===== src/rtl/mem_port_arbiter_if.sv =====
// Bundle of the two requester ports and the RAM word port of the main-RAM arbiter.
// The arbiter uses the slave view; the requesters and RAM array use the master view.
interface mem_port_arbiter_if #(
   parameter int IDX_W = 16
);
   logic             cpu_req;
   logic             cpu_we;
   logic [31:0]      cpu_addr;
   logic [3:0]       cpu_be;
   logic [31:0]      cpu_wdata;
   logic             cpu_gnt;
   logic             cpu_rvalid;
   logic [31:0]      cpu_rdata;

   logic             dma_req;
   logic             dma_we;
   logic [31:0]      dma_addr;
   logic [3:0]       dma_be;
   logic [31:0]      dma_wdata;
   logic             dma_last;
   logic             dma_gnt;
   logic             dma_rvalid;
   logic [31:0]      dma_rdata;

   logic             ram_en;
   logic             ram_we;
   logic [IDX_W-1:0] ram_idx;
   logic [3:0]       ram_be;
   logic [31:0]      ram_wdata;
   logic [31:0]      ram_rdata;

   modport slave (
      input  cpu_req, cpu_we, cpu_addr, cpu_be, cpu_wdata,
      output cpu_gnt, cpu_rvalid, cpu_rdata,
      input  dma_req, dma_we, dma_addr, dma_be, dma_wdata, dma_last,
      output dma_gnt, dma_rvalid, dma_rdata,
      output ram_en, ram_we, ram_idx, ram_be, ram_wdata,
      input  ram_rdata
   );

   modport master (
      output cpu_req, cpu_we, cpu_addr, cpu_be, cpu_wdata,
      input  cpu_gnt, cpu_rvalid, cpu_rdata,
      output dma_req, dma_we, dma_addr, dma_be, dma_wdata, dma_last,
      input  dma_gnt, dma_rvalid, dma_rdata,
      input  ram_en, ram_we, ram_idx, ram_be, ram_wdata,
      output ram_rdata
   );
endinterface


===== src/rtl/mem_port_arbiter.sv =====
// Shares the single-ported main RAM between the CPU memory stage and the DMA engine,
// with starvation-based priority, locked DMA bursts and a one-cycle read return path.
module mem_port_arbiter #(
   parameter int RAM_WORDS    = 33750,
   parameter int IDX_W        = 16,
   parameter int BURST_MAX    = 16,
   parameter int STARVE_LIMIT = 4
) (
   input  logic                i_clk,
   input  logic                i_rst_n,
   mem_port_arbiter_if.slave   bus,
   output logic                o_owner,
   output logic                o_busy
);
   localparam int CNT_W  = $clog2(STARVE_LIMIT + 1);
   localparam int BEAT_W = $clog2(BURST_MAX + 1);
   localparam logic [CNT_W-1:0]  WAIT_MAX  = CNT_W'(STARVE_LIMIT);
   localparam logic [BEAT_W-1:0] BEAT_MAX  = BEAT_W'(BURST_MAX);
   localparam logic [IDX_W:0]    RAM_LIMIT = (IDX_W + 1)'(RAM_WORDS);

   typedef enum logic {IDLE, DMA_BURST} state_t;

   state_t            r_state, w_stateNext;
   logic [BEAT_W-1:0] r_beatCnt, w_beatCntNext;
   logic [CNT_W-1:0]  r_cpuWait, r_dmaWait, w_cpuWaitNext, w_dmaWaitNext;
   logic              r_rdPend, r_rdDma, r_rdInRange, r_owner;

   logic              w_cpuGnt, w_dmaGnt, w_accept, w_we, w_inRange;
   logic [IDX_W-1:0]  w_idx;
   logic              w_unusedAddrBits;

   assign w_unusedAddrBits = ^{bus.cpu_addr[31:IDX_W+2], bus.cpu_addr[1:0],
                               bus.dma_addr[31:IDX_W+2], bus.dma_addr[1:0]};

   // Grants are gated by reset so nothing can be accepted while the block is held in reset.
   always_comb begin
      w_cpuGnt      = 1'b0;
      w_dmaGnt      = 1'b0;
      w_stateNext   = r_state;
      w_beatCntNext = r_beatCnt;
      if (i_rst_n) begin
         case (r_state)
            IDLE: begin
               w_cpuGnt = bus.cpu_req && (r_dmaWait < WAIT_MAX);
               w_dmaGnt = bus.dma_req && !w_cpuGnt;
            end
            DMA_BURST: w_dmaGnt = bus.dma_req;
            default: ;
         endcase
      end

      if (w_dmaGnt) begin
         w_beatCntNext = (r_state == IDLE) ? BEAT_W'(1) : r_beatCnt + BEAT_W'(1);
         w_stateNext   = (bus.dma_last || w_beatCntNext == BEAT_MAX) ? IDLE : DMA_BURST;
      end

      w_cpuWaitNext = '0;
      if (bus.cpu_req && !w_cpuGnt)
         w_cpuWaitNext = (r_cpuWait == WAIT_MAX) ? WAIT_MAX : r_cpuWait + CNT_W'(1);
      w_dmaWaitNext = '0;
      if (bus.dma_req && !w_dmaGnt)
         w_dmaWaitNext = (r_dmaWait == WAIT_MAX) ? WAIT_MAX : r_dmaWait + CNT_W'(1);

      // A starving CPU breaks the DMA lock; the DMA simply re-arbitrates from IDLE.
      if (w_cpuWaitNext == WAIT_MAX)
         w_stateNext = IDLE;
   end

   always_comb begin
      w_accept  = w_cpuGnt || w_dmaGnt;
      w_we      = w_dmaGnt ? bus.dma_we : bus.cpu_we;
      w_idx     = w_dmaGnt ? bus.dma_addr[IDX_W+1:2] : bus.cpu_addr[IDX_W+1:2];
      w_inRange = {1'b0, w_idx} < RAM_LIMIT;

      bus.ram_en    = w_accept && w_inRange;
      bus.ram_we    = w_accept && w_inRange && w_we;
      bus.ram_idx   = w_accept ? w_idx : '0;
      bus.ram_be    = !w_accept ? 4'h0  : (w_dmaGnt ? bus.dma_be    : bus.cpu_be);
      bus.ram_wdata = !w_accept ? 32'h0 : (w_dmaGnt ? bus.dma_wdata : bus.cpu_wdata);

      bus.cpu_gnt = w_cpuGnt;
      bus.dma_gnt = w_dmaGnt;
   end

   always_ff @(posedge i_clk or negedge i_rst_n) begin
      if (!i_rst_n) begin
         r_state     <= IDLE;
         r_beatCnt   <= '0;
         r_cpuWait   <= '0;
         r_dmaWait   <= '0;
         r_rdPend    <= 1'b0;
         r_rdDma     <= 1'b0;
         r_rdInRange <= 1'b0;
         r_owner     <= 1'b0;
      end else begin
         r_state     <= w_stateNext;
         r_beatCnt   <= w_beatCntNext;
         r_cpuWait   <= w_cpuWaitNext;
         r_dmaWait   <= w_dmaWaitNext;
         r_rdPend    <= w_accept && !w_we;
         r_rdDma     <= w_dmaGnt;
         r_rdInRange <= w_inRange;
         if (w_accept)
            r_owner <= w_dmaGnt;
      end
   end

   // Out-of-range reads never touched the RAM, so their return data is forced to zero.
   always_comb begin
      bus.cpu_rvalid = r_rdPend && !r_rdDma;
      bus.dma_rvalid = r_rdPend && r_rdDma;
      bus.cpu_rdata  = (bus.cpu_rvalid && r_rdInRange) ? bus.ram_rdata : 32'h0;
      bus.dma_rdata  = (bus.dma_rvalid && r_rdInRange) ? bus.ram_rdata : 32'h0;
   end

   assign o_owner = r_owner;
   assign o_busy  = (r_state == DMA_BURST);
endmodule


===== src/flat_wrapper.sv =====
// flat-port wrapper written by rule: the top's interface ports become plain ports
module mem_port_arbiter_flat 
#(
   parameter int RAM_WORDS    = 33750,
   parameter int IDX_W        = 16,
   parameter int BURST_MAX    = 16,
   parameter int STARVE_LIMIT = 4
)
  (i_clk, i_rst_n, o_owner, o_busy, bus_cpu_req, bus_cpu_we, bus_cpu_addr, bus_cpu_be, bus_cpu_wdata, bus_cpu_gnt, bus_cpu_rvalid, bus_cpu_rdata, bus_dma_req, bus_dma_we, bus_dma_addr, bus_dma_be, bus_dma_wdata, bus_dma_last, bus_dma_gnt, bus_dma_rvalid, bus_dma_rdata, bus_ram_en, bus_ram_we, bus_ram_idx, bus_ram_be, bus_ram_wdata, bus_ram_rdata);
  mem_port_arbiter_if #(.IDX_W(IDX_W)) bus_i ();
  input  logic i_clk;
  input  logic i_rst_n;
  output logic o_owner;
  output logic o_busy;
  input wire logic [$bits(bus_i.cpu_req)-1:0] bus_cpu_req;
  input wire logic [$bits(bus_i.cpu_we)-1:0] bus_cpu_we;
  input wire logic [$bits(bus_i.cpu_addr)-1:0] bus_cpu_addr;
  input wire logic [$bits(bus_i.cpu_be)-1:0] bus_cpu_be;
  input wire logic [$bits(bus_i.cpu_wdata)-1:0] bus_cpu_wdata;
  output wire logic [$bits(bus_i.cpu_gnt)-1:0] bus_cpu_gnt;
  output wire logic [$bits(bus_i.cpu_rvalid)-1:0] bus_cpu_rvalid;
  output wire logic [$bits(bus_i.cpu_rdata)-1:0] bus_cpu_rdata;
  input wire logic [$bits(bus_i.dma_req)-1:0] bus_dma_req;
  input wire logic [$bits(bus_i.dma_we)-1:0] bus_dma_we;
  input wire logic [$bits(bus_i.dma_addr)-1:0] bus_dma_addr;
  input wire logic [$bits(bus_i.dma_be)-1:0] bus_dma_be;
  input wire logic [$bits(bus_i.dma_wdata)-1:0] bus_dma_wdata;
  input wire logic [$bits(bus_i.dma_last)-1:0] bus_dma_last;
  output wire logic [$bits(bus_i.dma_gnt)-1:0] bus_dma_gnt;
  output wire logic [$bits(bus_i.dma_rvalid)-1:0] bus_dma_rvalid;
  output wire logic [$bits(bus_i.dma_rdata)-1:0] bus_dma_rdata;
  output wire logic [$bits(bus_i.ram_en)-1:0] bus_ram_en;
  output wire logic [$bits(bus_i.ram_we)-1:0] bus_ram_we;
  output wire logic [$bits(bus_i.ram_idx)-1:0] bus_ram_idx;
  output wire logic [$bits(bus_i.ram_be)-1:0] bus_ram_be;
  output wire logic [$bits(bus_i.ram_wdata)-1:0] bus_ram_wdata;
  input wire logic [$bits(bus_i.ram_rdata)-1:0] bus_ram_rdata;
  assign bus_i.cpu_req = bus_cpu_req;
  assign bus_i.cpu_we = bus_cpu_we;
  assign bus_i.cpu_addr = bus_cpu_addr;
  assign bus_i.cpu_be = bus_cpu_be;
  assign bus_i.cpu_wdata = bus_cpu_wdata;
  assign bus_cpu_gnt = bus_i.cpu_gnt;
  assign bus_cpu_rvalid = bus_i.cpu_rvalid;
  assign bus_cpu_rdata = bus_i.cpu_rdata;
  assign bus_i.dma_req = bus_dma_req;
  assign bus_i.dma_we = bus_dma_we;
  assign bus_i.dma_addr = bus_dma_addr;
  assign bus_i.dma_be = bus_dma_be;
  assign bus_i.dma_wdata = bus_dma_wdata;
  assign bus_i.dma_last = bus_dma_last;
  assign bus_dma_gnt = bus_i.dma_gnt;
  assign bus_dma_rvalid = bus_i.dma_rvalid;
  assign bus_dma_rdata = bus_i.dma_rdata;
  assign bus_ram_en = bus_i.ram_en;
  assign bus_ram_we = bus_i.ram_we;
  assign bus_ram_idx = bus_i.ram_idx;
  assign bus_ram_be = bus_i.ram_be;
  assign bus_ram_wdata = bus_i.ram_wdata;
  assign bus_i.ram_rdata = bus_ram_rdata;
  mem_port_arbiter #(.RAM_WORDS(RAM_WORDS), .IDX_W(IDX_W), .BURST_MAX(BURST_MAX), .STARVE_LIMIT(STARVE_LIMIT)) u_core (.i_clk(i_clk), .i_rst_n(i_rst_n), .bus(bus_i), .o_owner(o_owner), .o_busy(o_busy));
endmodule

===== config.mk =====
export PLATFORM = sky130hd
export DESIGN_NAME = mem_port_arbiter_flat
export DESIGN_NICKNAME = d
export VERILOG_FILES = /design/src/rtl/mem_port_arbiter_if.sv /design/src/rtl/mem_port_arbiter.sv /design/src/flat_wrapper.sv
export SDC_FILE = /design/constraint.sdc
export NUM_CORES = 1
export LEC_CHECK = 0
export ABC_AREA = 0
export BUFFER_PORTS_ARGS = -buffer_cell sky130_fd_sc_hd__buf_2
export CORE_AREA = 2 2 116 118
export CTS_BUF_LIST = sky130_fd_sc_hd__clkbuf_16
export CTS_CLUSTER_DIAMETER = 200
export DETAILED_ROUTE_END_ITERATION = 8
export DIE_AREA = 0 0 118 120
export GPL_ROUTABILITY_DRIVEN = 0
export SETUP_SLACK_MARGIN = 0.3
export SLEW_MARGIN = 20
export SYNTH_ARGS = -nofsm -noshare
export SYNTH_HDL_FRONTEND = slang
export SYNTH_SLANG_ARGS = --single-unit

===== constraint.sdc =====
create_clock -name i_clk -period 1.6 [get_ports i_clk]
set_input_delay 0.08 -clock i_clk [delete_from_list [all_inputs] [get_ports i_clk]]
set_output_delay 0.08 -clock i_clk [all_outputs]
set_load 0.01 [all_outputs]

==> results_dict.tcl <==
set metrics [dict create \
    yosys-top-cells-area "and2_1 18%, dfrtp_1 18%, nand2_1 13%, a21boi_0 13%, nand3_1 9.5%" \
    drt_iter0_markers 215 \
    failed_checks "negative setup slack" \
    hold_path_class "in2async" \
    synth-seq-cells 16 \
    yosys-top-cells-count "78 x nand2_1, 66 x and2_1, 43 x nand3_1" \
    grt_pass1_vias 3506 \
    cp_slowest_cell "or3b_4" \
    antenna_found_initial 2 \
    synthFlopType "dfrtp_1" \
    htree_levels 1 \
    die_x_um 118 \
    dp.cells 787 \
    hold_viol_final 0 \
    cts_inserted_buffers 3 \
    rsz0062_at_grt "yes" \
    first_pass_iters 4 \
    skew_ns 0.000858 \
    yosysWarningCount 0 \
    grt_max_degree 33 \
    dp_slack_ns -0.182 \
    relSlewSlack 0.761 \
    fp-row-count 42 \
    setup_ws_ns -0.236 \
    cts_sinks 16 \
    syn_nets 528 \
    critPathTopFamily "simple AND/OR/NAND/NOR gates" \
    fmaxAchievable_mhz 545 \
    power.total_mw 2.39 \
    area_growth_pct 119 \
    synth_cell_types 40 \
    worst_slew_pin_slew_ns 0.357 \
    tritoncts "built" \
    period_share 1.15 \
    p_leak_nw 2.59 \
    slew_violations 0 \
    portBuffers 266 \
    finalNonFillerCells 816 \
    drive_gt1_frac 0.665 \
    die_area_um2 14200 \
    wire_per_inst_um 16.5 \
    worst-path-buf-inv 2 \
    route.met2.wl_um 6760 \
    nets 819 \
    syn_area_um2 2270 \
    vias 3769 \
    clkSlewWorstSetupHoldPaths_ns 0.05 \
    setup_viol 66 \
    drtAntennaViolNets 0 \
    status "finished with violations" \
    max_stage_delay_ns 0.43 \
    synth_most_common_cell "nand2_1" \
    m1WireLength_um 5200 \
    core_um2 13000 \
    grt_first_pass_wirelength_um 19000 \
    cp-start-kind "flip-flop" \
    cts-root-buf "clkbuf_16" \
    routed.top_layer "met4" \
    async_flop_share 1.00 \
    synth_edf_count 0 \
    insertion_delay_ns 0.25 \
    syn_area_per_cell_um2 6.53 \
    vdd_ir_drop_max_v 0.000320 \
    synth.largest_area_cell "and2_1" \
    vias_per_cell 4.62 \
    initial_core_util 0.175 \
    crit_type "reg2out" \
    fin_crit_ns 1.84 \
    dr_wl_met3_um 1050 \
    yosysTopAreaCellShare 0.182 \
    ioPinCount 299 \
    grt_overflow 0 \
    cp_max_fo 5 \
    end_kind "primary output" \
    cts.path.max_buffers 2 \
    die_y_um 120 \
    crit_chain "or3b_4, nand3_4, inv_4, o311a_4, nor4b_4, buf_2" \
    hpwl_um 9790 \
    cp_data_required_time_ns 1.52 \
    finalWirelength_um 13500 \
    power_density_nw_per_um2 481 \
    synth-seq-area-share 0.176 \
    max-cap-violations 0 \
    syn_inst 348 \
    crit_arrival_ns 1.76 \
    drc 0 \
    grt_usage 0.169 \
]
[per-stage QoR]
step	setup TNS (ns)	hold WS, ns	cell area, um^2	utilization
3_3_place_gp	-2.92	0.00653	4020	0.310
6_report	-10.69	0.0711	4980	0.383
4_1_cts	-11.08	0.0796	4440	0.342
5_1_grt	-14.55	0.106	4970	0.383
2_1_floorplan	-0.0369	-0.216	2390	-
3_5_place_dp	-3.35	0.00997	4020	0.310
[layout by cell type (no fill, tap or decap), types with 6 or more instances in the layout]
cell type / Yosys / layout
buf_6: 0 / 78
nand2_1: 78 / 74
and2_4: 0 / 56
nand3_1: 43 / 42
and2_1: 66 / 10
dfrtp_1: 16 / 12
a21boi_1: 0 / 25
buf_4: 0 / 20
inv_1: 6 / 6
a21boi_2: 0 / 13
buf_2: 7 / 210
a21oi_2: 0 / 16
[metal layers]
metal / up-vias / global-route usage
li1: 1764 / -
met1: 1753 / 0.192
met2: 221 / 0.315
met3: 31 / 0.0252
met5: - / 0
met4: 0 / 0.0663
[path summary, 6_finish.rpt]
kind | start | to | slack, ns | depth (start not counted)
max in group asynchronous | i_rst_n | u_core.o_busy | 0.97 | 2
min in group i_clk | bus_dma_last | u_core.o_busy | 0.16 | 3
max reg2reg | u_core.r_dmaWait[2] | u_core.o_busy | -0.20 | 9
min | i_rst_n | u_core.o_owner | 0.07 | 2
min reg2reg | u_core.r_dmaWait[0] | u_core.r_dmaWait[0] | 0.46 | 1
max | u_core.r_dmaWait[2] | bus_ram_we | -0.24 | 6
[state kept, by name (all words and copies together) (netlist names)]
name                flops
u_core.r_beatCnt        5
u_core.r_rdPend         1
u_core.r_cpuWait        3
u_core.r_rdDma          1
u_core.r_rdInRange      1
u_core.o_owner          1
u_core.o_busy           1
u_core.r_dmaWait        3
[where the power goes]
part / switching [mW] / internal, mW
combinational: 0.688 / 0.690
clock: 0.156 / 0.332
sequential: 0.0605 / 0.468
[area by class of cell]
cell class              count  area [um^2]
diodes                      2         5.00
repair buffers            312         2150
multi-input cells         299         2090
clock inverters             1         3.75
inverters                   7         28.8
fillers                  1324         8000
flip-flops and latches     16          405
clock buffers               3         75.1
well taps                 176          220
[cells by family after synthesis]
kind of cell | Yosys count | synth area share
AO/OA/AOI/OAI | 73 | 0.225
AND/OR/NAND/NOR | 213 | 0.486
adder cells (fa/ha/maj) | 5 | 0.0275
XOR/XNOR | 4 | 0.0154
multiplexers | 1 | 0.00496
buffers and inverters | 36 | 0.0645
flip-flops | 16 | 0.176
[repair_timing]
| item | 4_1_cts | 5_1_grt |
|---|---|---|
| setup buffers | 13 | 1 |
| cloned | 7 | 1 |
| hold buffers | 1 | 0 |
| endpoints found under the hold margin | 2 | 0 |
| pin swaps | 53 | 34 |
| setup endpoints to repair | 133 | 136 |
| resized for setup | 51 | 118 |
Power figures use the tool's default switching activity.
